**src/rtl/if_fetch_queue.sv**
```systemverilog
// if_fetch_queue: RISC-V fetch stage (PC generation, ROM request, DEPTH-entry return queue).
// Optional JAL pre-decoder enabled by defining IF_JAL_PREDECODE_EN.

module if_fetch_queue_chk #(
  parameter int DEPTH = 4,
  parameter int CW    = 3
) (
  input logic          clk_i,
  input logic          rst_i,
  input logic          wr_en_i,
  input logic [CW-1:0] count_i
);
  // A returning word must always find a free slot; the issue credit guarantees it.
  a_no_overflow: assert property (@(posedge clk_i) disable iff (rst_i)
    wr_en_i |-> (count_i < CW'(DEPTH)));
endmodule

module if_fetch_queue #(
  parameter int              XLEN     = 32,
  parameter int              DEPTH    = 4,
  parameter logic [XLEN-1:0] RESET_PC = {XLEN{1'b0}}
) (
  input  logic            clk_i,
  input  logic            rst_i,
  input  logic            redirect_valid_i,
  input  logic [XLEN-1:0] redirect_pc_i,
  output logic            imem_req_o,
  output logic [XLEN-1:0] imem_addr_o,
  input  logic [XLEN-1:0] imem_rdata_i,
  output logic            id_valid_o,
  input  logic            id_ready_i,
  output logic [XLEN-1:0] id_pc_o,
  output logic [XLEN-1:0] id_inst_o,
  output logic            id_pred_taken_o
);
  localparam int PW = (DEPTH > 1) ? $clog2(DEPTH) : 1;
  localparam int CW = $clog2(DEPTH + 1);
  localparam logic [PW-1:0]   LAST_PTR   = PW'(DEPTH - 1);
  localparam logic [XLEN-1:0] ALIGN_MASK = {{(XLEN-2){1'b1}}, 2'b00};

  logic [XLEN-1:0] fetch_pc_q, fetch_pc_d;
  logic [PW-1:0]   rd_ptr_q, rd_ptr_d, wr_ptr_q, wr_ptr_d;
  logic [CW-1:0]   count_q, count_d;
  logic            inflight_q, inflight_d;
  logic [XLEN-1:0] inflight_pc_q, inflight_pc_d;
  logic            drop_q, drop_d;
  logic [XLEN-1:0] pc_mem_q   [DEPTH];
  logic [XLEN-1:0] inst_mem_q [DEPTH];

  logic [CW:0]     occ_s;
  logic            credit_ok_s;
  logic            wr_en_s;
  logic            rd_en_s;
  logic            jal_hit_s;
  logic [XLEN-1:0] jal_target_s;

  function automatic logic [PW-1:0] ptr_inc(input logic [PW-1:0] p);
    logic [PW-1:0] n;
    if (p == LAST_PTR) begin
      n = {PW{1'b0}};
    end else begin
      n = p + PW'(1);
    end
    return n;
  endfunction

  assign occ_s       = {1'b0, count_q} + {{CW{1'b0}}, inflight_q};
  assign credit_ok_s = occ_s < (CW+1)'(DEPTH);
  assign imem_req_o  = !rst_i && (redirect_valid_i || credit_ok_s);
  assign imem_addr_o = redirect_valid_i ? (redirect_pc_i & ALIGN_MASK) : fetch_pc_q;
  assign wr_en_s     = inflight_q && !drop_q && !redirect_valid_i;
  assign rd_en_s     = id_valid_o && id_ready_i && !redirect_valid_i;

  assign id_valid_o  = (count_q != {CW{1'b0}});
  assign id_pc_o     = pc_mem_q[rd_ptr_q];
  assign id_inst_o   = inst_mem_q[rd_ptr_q];

`ifdef IF_JAL_PREDECODE_EN
  logic pred_mem_q [DEPTH];

  // J-immediate decode of the returning word
  always_comb begin
    jal_hit_s    = wr_en_s && (imem_rdata_i[6:0] == 7'b1101111);
    jal_target_s = (inflight_pc_q + {{(XLEN-21){imem_rdata_i[31]}}, imem_rdata_i[31],
                    imem_rdata_i[19:12], imem_rdata_i[20], imem_rdata_i[30:21], 1'b0})
                   & ALIGN_MASK;
  end

  assign id_pred_taken_o = pred_mem_q[rd_ptr_q];
`else
  assign jal_hit_s       = 1'b0;
  assign jal_target_s    = {XLEN{1'b0}};
  assign id_pred_taken_o = 1'b0;
`endif

  // Next-state for fetch PC, in-flight tracking and queue pointers
  always_comb begin
    fetch_pc_d    = fetch_pc_q;
    inflight_d    = imem_req_o;
    inflight_pc_d = inflight_pc_q;
    drop_d        = imem_req_o && jal_hit_s;
    rd_ptr_d      = rd_ptr_q;
    wr_ptr_d      = wr_ptr_q;
    count_d       = count_q;

    if (jal_hit_s) begin
      fetch_pc_d = jal_target_s;
    end else if (imem_req_o) begin
      fetch_pc_d = imem_addr_o + XLEN'(4);
    end else begin
      fetch_pc_d = fetch_pc_q;
    end

    if (imem_req_o) begin
      inflight_pc_d = imem_addr_o;
    end else begin
      inflight_pc_d = inflight_pc_q;
    end

    // Redirect voids any enqueue/dequeue and empties the queue
    if (redirect_valid_i) begin
      rd_ptr_d = {PW{1'b0}};
      wr_ptr_d = {PW{1'b0}};
      count_d  = {CW{1'b0}};
    end else begin
      wr_ptr_d = wr_en_s ? ptr_inc(wr_ptr_q) : wr_ptr_q;
      rd_ptr_d = rd_en_s ? ptr_inc(rd_ptr_q) : rd_ptr_q;
      case ({wr_en_s, rd_en_s})
        2'b10:   count_d = count_q + CW'(1);
        2'b01:   count_d = count_q - CW'(1);
        default: count_d = count_q;
      endcase
    end
  end

  // State and queue storage
  always_ff @(posedge clk_i) begin
    if (rst_i) begin
      fetch_pc_q    <= RESET_PC;
      rd_ptr_q      <= {PW{1'b0}};
      wr_ptr_q      <= {PW{1'b0}};
      count_q       <= {CW{1'b0}};
      inflight_q    <= 1'b0;
      inflight_pc_q <= {XLEN{1'b0}};
      drop_q        <= 1'b0;
      for (int i = 0; i < DEPTH; i++) begin
        pc_mem_q[i]   <= {XLEN{1'b0}};
        inst_mem_q[i] <= {XLEN{1'b0}};
`ifdef IF_JAL_PREDECODE_EN
        pred_mem_q[i] <= 1'b0;
`endif
      end
    end else begin
      fetch_pc_q    <= fetch_pc_d;
      rd_ptr_q      <= rd_ptr_d;
      wr_ptr_q      <= wr_ptr_d;
      count_q       <= count_d;
      inflight_q    <= inflight_d;
      inflight_pc_q <= inflight_pc_d;
      drop_q        <= drop_d;
      if (wr_en_s) begin
        pc_mem_q[wr_ptr_q]   <= inflight_pc_q;
        inst_mem_q[wr_ptr_q] <= imem_rdata_i;
`ifdef IF_JAL_PREDECODE_EN
        pred_mem_q[wr_ptr_q] <= jal_hit_s;
`endif
      end
    end
  end

  if_fetch_queue_chk #(.DEPTH(DEPTH), .CW(CW)) u_chk (
    .clk_i   (clk_i),
    .rst_i   (rst_i),
    .wr_en_i (wr_en_s),
    .count_i (count_q)
  );

endmodule

```
**config.mk**
```make
export PLATFORM = sky130hd
export DESIGN_NAME = if_fetch_queue
export DESIGN_NICKNAME = d
export VERILOG_FILES = /design/src/rtl/if_fetch_queue.sv
export SDC_FILE = /design/constraint.sdc
export NUM_CORES = 1
export LEC_CHECK = 0
export BUFFER_PORTS_ARGS = -buffer_cell sky130_fd_sc_hd__buf_2
export CAP_MARGIN = 30
export CORE_MARGIN = 2
export CORE_UTILIZATION = 40
export CTS_CLUSTER_DIAMETER = 120
export DETAILED_ROUTE_END_ITERATION = 6
export PLACE_DENSITY = 0.57
export SLEW_MARGIN = 40
export SYNTH_ARGS = -nofsm -noshare
export SYNTH_HDL_FRONTEND = slang
export SYNTH_SLANG_ARGS = --single-unit
```
**constraint.sdc**
```tcl
create_clock -name clk_i -period 6.8 [get_ports clk_i]
set_input_delay 1.02 -clock clk_i [delete_from_list [all_inputs] [get_ports clk_i]]
set_output_delay 1.02 -clock clk_i [all_outputs]
set_load 0.01 [all_outputs]
```
==> impl_results.md <==
- Synth Instances: 1,092
- Most frequent cell after synthesis: edfxtp_1
- HP Start: fetch_pc_q[8]
- # H-tree levels: 2
- Die W: between 150 and 200 um
- Crit share post-route: 0.543
- CTS sink count: about 330
- Core area: about 36,000 um2
- Antenna violations before repair: 0
- Main synth FF type: edfxtp_1
- WP data required: 5.78 ns
- Congestion Overflow GR: 0
- CP endpoint kind: primary output
- Total Nets Final: 1,306
- Worst Hold End: fetch_pc_q[8]
- Worst r2r path cells: 6
- Worst R2R Setup Slack: 3.19 ns
- CP dominant cell by count: buf_2
- Routability cong.: 0.826
- Final setup TNS: 0 ns
- Mapped cell area: 14,700 um2
- CP max-delay cell: buf_4
- Register area: a little over 9000 um2
- Root buffer cell: clkbuf_16
- Post-synth EDFFs: 256
- Final instance area: 17,100 um2
- Setup Crit Path Kind: in2out
- Crit path max fanout: 66
- CTS tree: yes
- Die Area: 38,300 um2
- Largest net degree at the start of global routing: 99
- Launch point of the worst reg-to-reg path: inflight_q
- Tmin final: between 3 and 4 ns
- VDD IR-drop max: 144 uV
- Seq/Total Area, Yosys: 0.622
- Vias: 9,070
- Routed len/inst: between 20 and 25 um
- DP Area: approximately 16,000 um2
- Worst rel slew slack: 0.466
- P&R area growth vs syn: 16.5%
- Cell Pwr Density: 265 nW/um2
- Worst path max stage delay: 0.65 ns
- Reg clk slew, reported paths: 0.06 ns
- WL final: 34,900 um
- Final Hold Viols: 0
- Syn nets: 1,165
- CP Data Arrival Time: 2.67 ns
- Post-synth top area cell: edfxtp_1
- DRC violations left: 0
- Rows: 70
- Top area cells in the synthesized netlist: edfxtp_1, dfxtp_1, mux4_2
- Status: finished clean
- RSZ-0062 raised after global routing: no
- ANT nets after route: 0
- Share of layout cells above drive strength 1: 0.255
- Initial detailed-routing violation count: 538
- Max Slew Vio Count: 0
- Reg2Reg Capture Point: inst_mem_q[1][10]
- FMAX: approximately 270 MHz
- Hold Crit Depth: 2
- Detailed Routing Iterations Pass 1: 5
- Commonest cells post-synth: edfxtp_1, and2_1, dfxtp_1
- Clk buf depth: 3
- Via/cell ratio: 5.25
- Multi-input logic area: slightly above 5000 um2
- First-pass GRT wire length: 53,900 um
- Async SR Flop Fraction: 0
- Port-buffer cells: approximately 160
- Starting Density: 0.404
- Inserted Clock Buffers: 37
- Gr usage total: 0.183
- Fillers: 3,292
- Hold Buf Count CTS: 0
- Worst setup SP type: input port
- Vias in the first global route: 9,323
- Crit path cell chain: buf_2, buf_4, mux2i_1, inv_1, buf_2
- Pleak: 0.00677 uW
- Library cells used by synthesis: between 50 and 60
- I/O Pins: 167
- Area share of the largest cell type after synthesis: 0.524
- Resize count post-CTS: 0
- Hold/Removal Path Class: reg2reg
- Final Skew: around 0.0087 ns
- Average size of a mapped cell: 13.4 um2
- Die Span Y: 196 um
- Max cap viols: 0
- Register bit total from synthesis: roughly 330
- Final HPWL DP: 20,200 um
- Measured slew at the worst slew-check pin: 0.802 ns
- Synth warnings: 0
- Postcts setup bufs: 0
- # setup viols final: 0
- Worst-Skew Late Latency: 0.51 ns
[critical path: cells and delay by family]
family	cells	cell delay [ns]
mux	1	0.57
buf+inv	4	1.06
[state kept, by name, indices dropped and copies added, names as in the netlist, named ones only]
name           cells
inst_mem_q       128
pc_mem_q         128
fetch_pc_q        32
inflight_pc_q     30
count_q            3
rd_ptr_q           2
wr_ptr_q           2
inflight_q         1
[per-layer routing]
layer  global-route usage  up-vias  share of wire
met5                    0        -              0
met3               0.0290       40          0.046
met2                0.303      221           0.47
met4               0.0379        0          0.014
li1                     -     4334              -
met1                0.257     4475           0.47
[worst max-delay path by stage]
stage,startpoint,endpoint,slack [ns]
after floorplan,redirect_valid_i,inst_mem_q[3][0],0.21
after global placement,redirect_valid_i,pc_mem_q[3][11],2.81
after detailed placement,rst_i,inst_mem_q[1][10],2.79
after CTS,flip-flop,id_pc_o[15],2.83
after global routing,inflight_q,inst_mem_q[1][11],2.94
final,redirect_valid_i,imem_addr_o[27],3.11
[placed cells by master, fill, tap and decap left out, types with 23 or more instances in the layout]
cell type / netlist / layout
and3_1: 69 / 69
dfxtp_1: 72 / 69
mux2i_1: 23 / 23
buf_2: 6 / 163
o21ai_0: 43 / 42
clkbuf_16: 0 / 37
nand2_1: 49 / 49
inv_1: 28 / 28
and2_1: 196 / 196
mux4_2: 64 / 64
nand3_1: 64 / 64
edfxtp_1: 256 / 256
[metrics by stage]
stage | power, uW | hold slack (ns) | std cells | setup slack [ns] | util
6_report | 4530 | 0.464 | 1727 | 3.11 | 0.471
5_1_grt | 4710 | 0.499 | 1726 | 2.94 | 0.470
4_1_cts | 4590 | 0.467 | 1726 | 2.83 | 0.470
3_5_place_dp | 2720 | 0.452 | 1662 | 2.79 | 0.440
3_3_place_gp | 2710 | 0.441 | 1660 | 2.81 | 0.438
2_1_floorplan | 2560 | 0.429 | 1092 | 0.207 | -
[final cells by class]
| type | count | share of cell area |
|---|---|---|
| Clock inverter | 20 | 0.00856 |
| Timing Repair Buffer | 179 | 0.0565 |
| Clock buffer | 44 | 0.0568 |
| Multi-Input combinational cell | 657 | 0.303 |
| Inverter | 30 | 0.00658 |
| Tap cell | 468 | 0.0342 |
| Antenna cell | 1 | 0.000146 |
| Sequential cell | 328 | 0.534 |
[report_power, final]
part / switching, uW / internal (uW)
Sequential: 56.7 / 2270
Clock: 768 / 1090
Combinational: 216 / 134
[kinds of logic after synthesis]
| logic type | share of synthesized area |
|---|---|
| AND/OR/NAND/NOR | 0.178 |
| flip-flops | 0.622 |
| buffers and inverters | 0.0291 |
| multiplexers | 0.118 |
| AO/OA/AOI/OAI | 0.0383 |
| XOR/XNOR | 0.0101 |
| adder cells (fa/ha/maj) | 0.00477 |
| other | 0.000255 |
(Power assumes the default switching activity.)
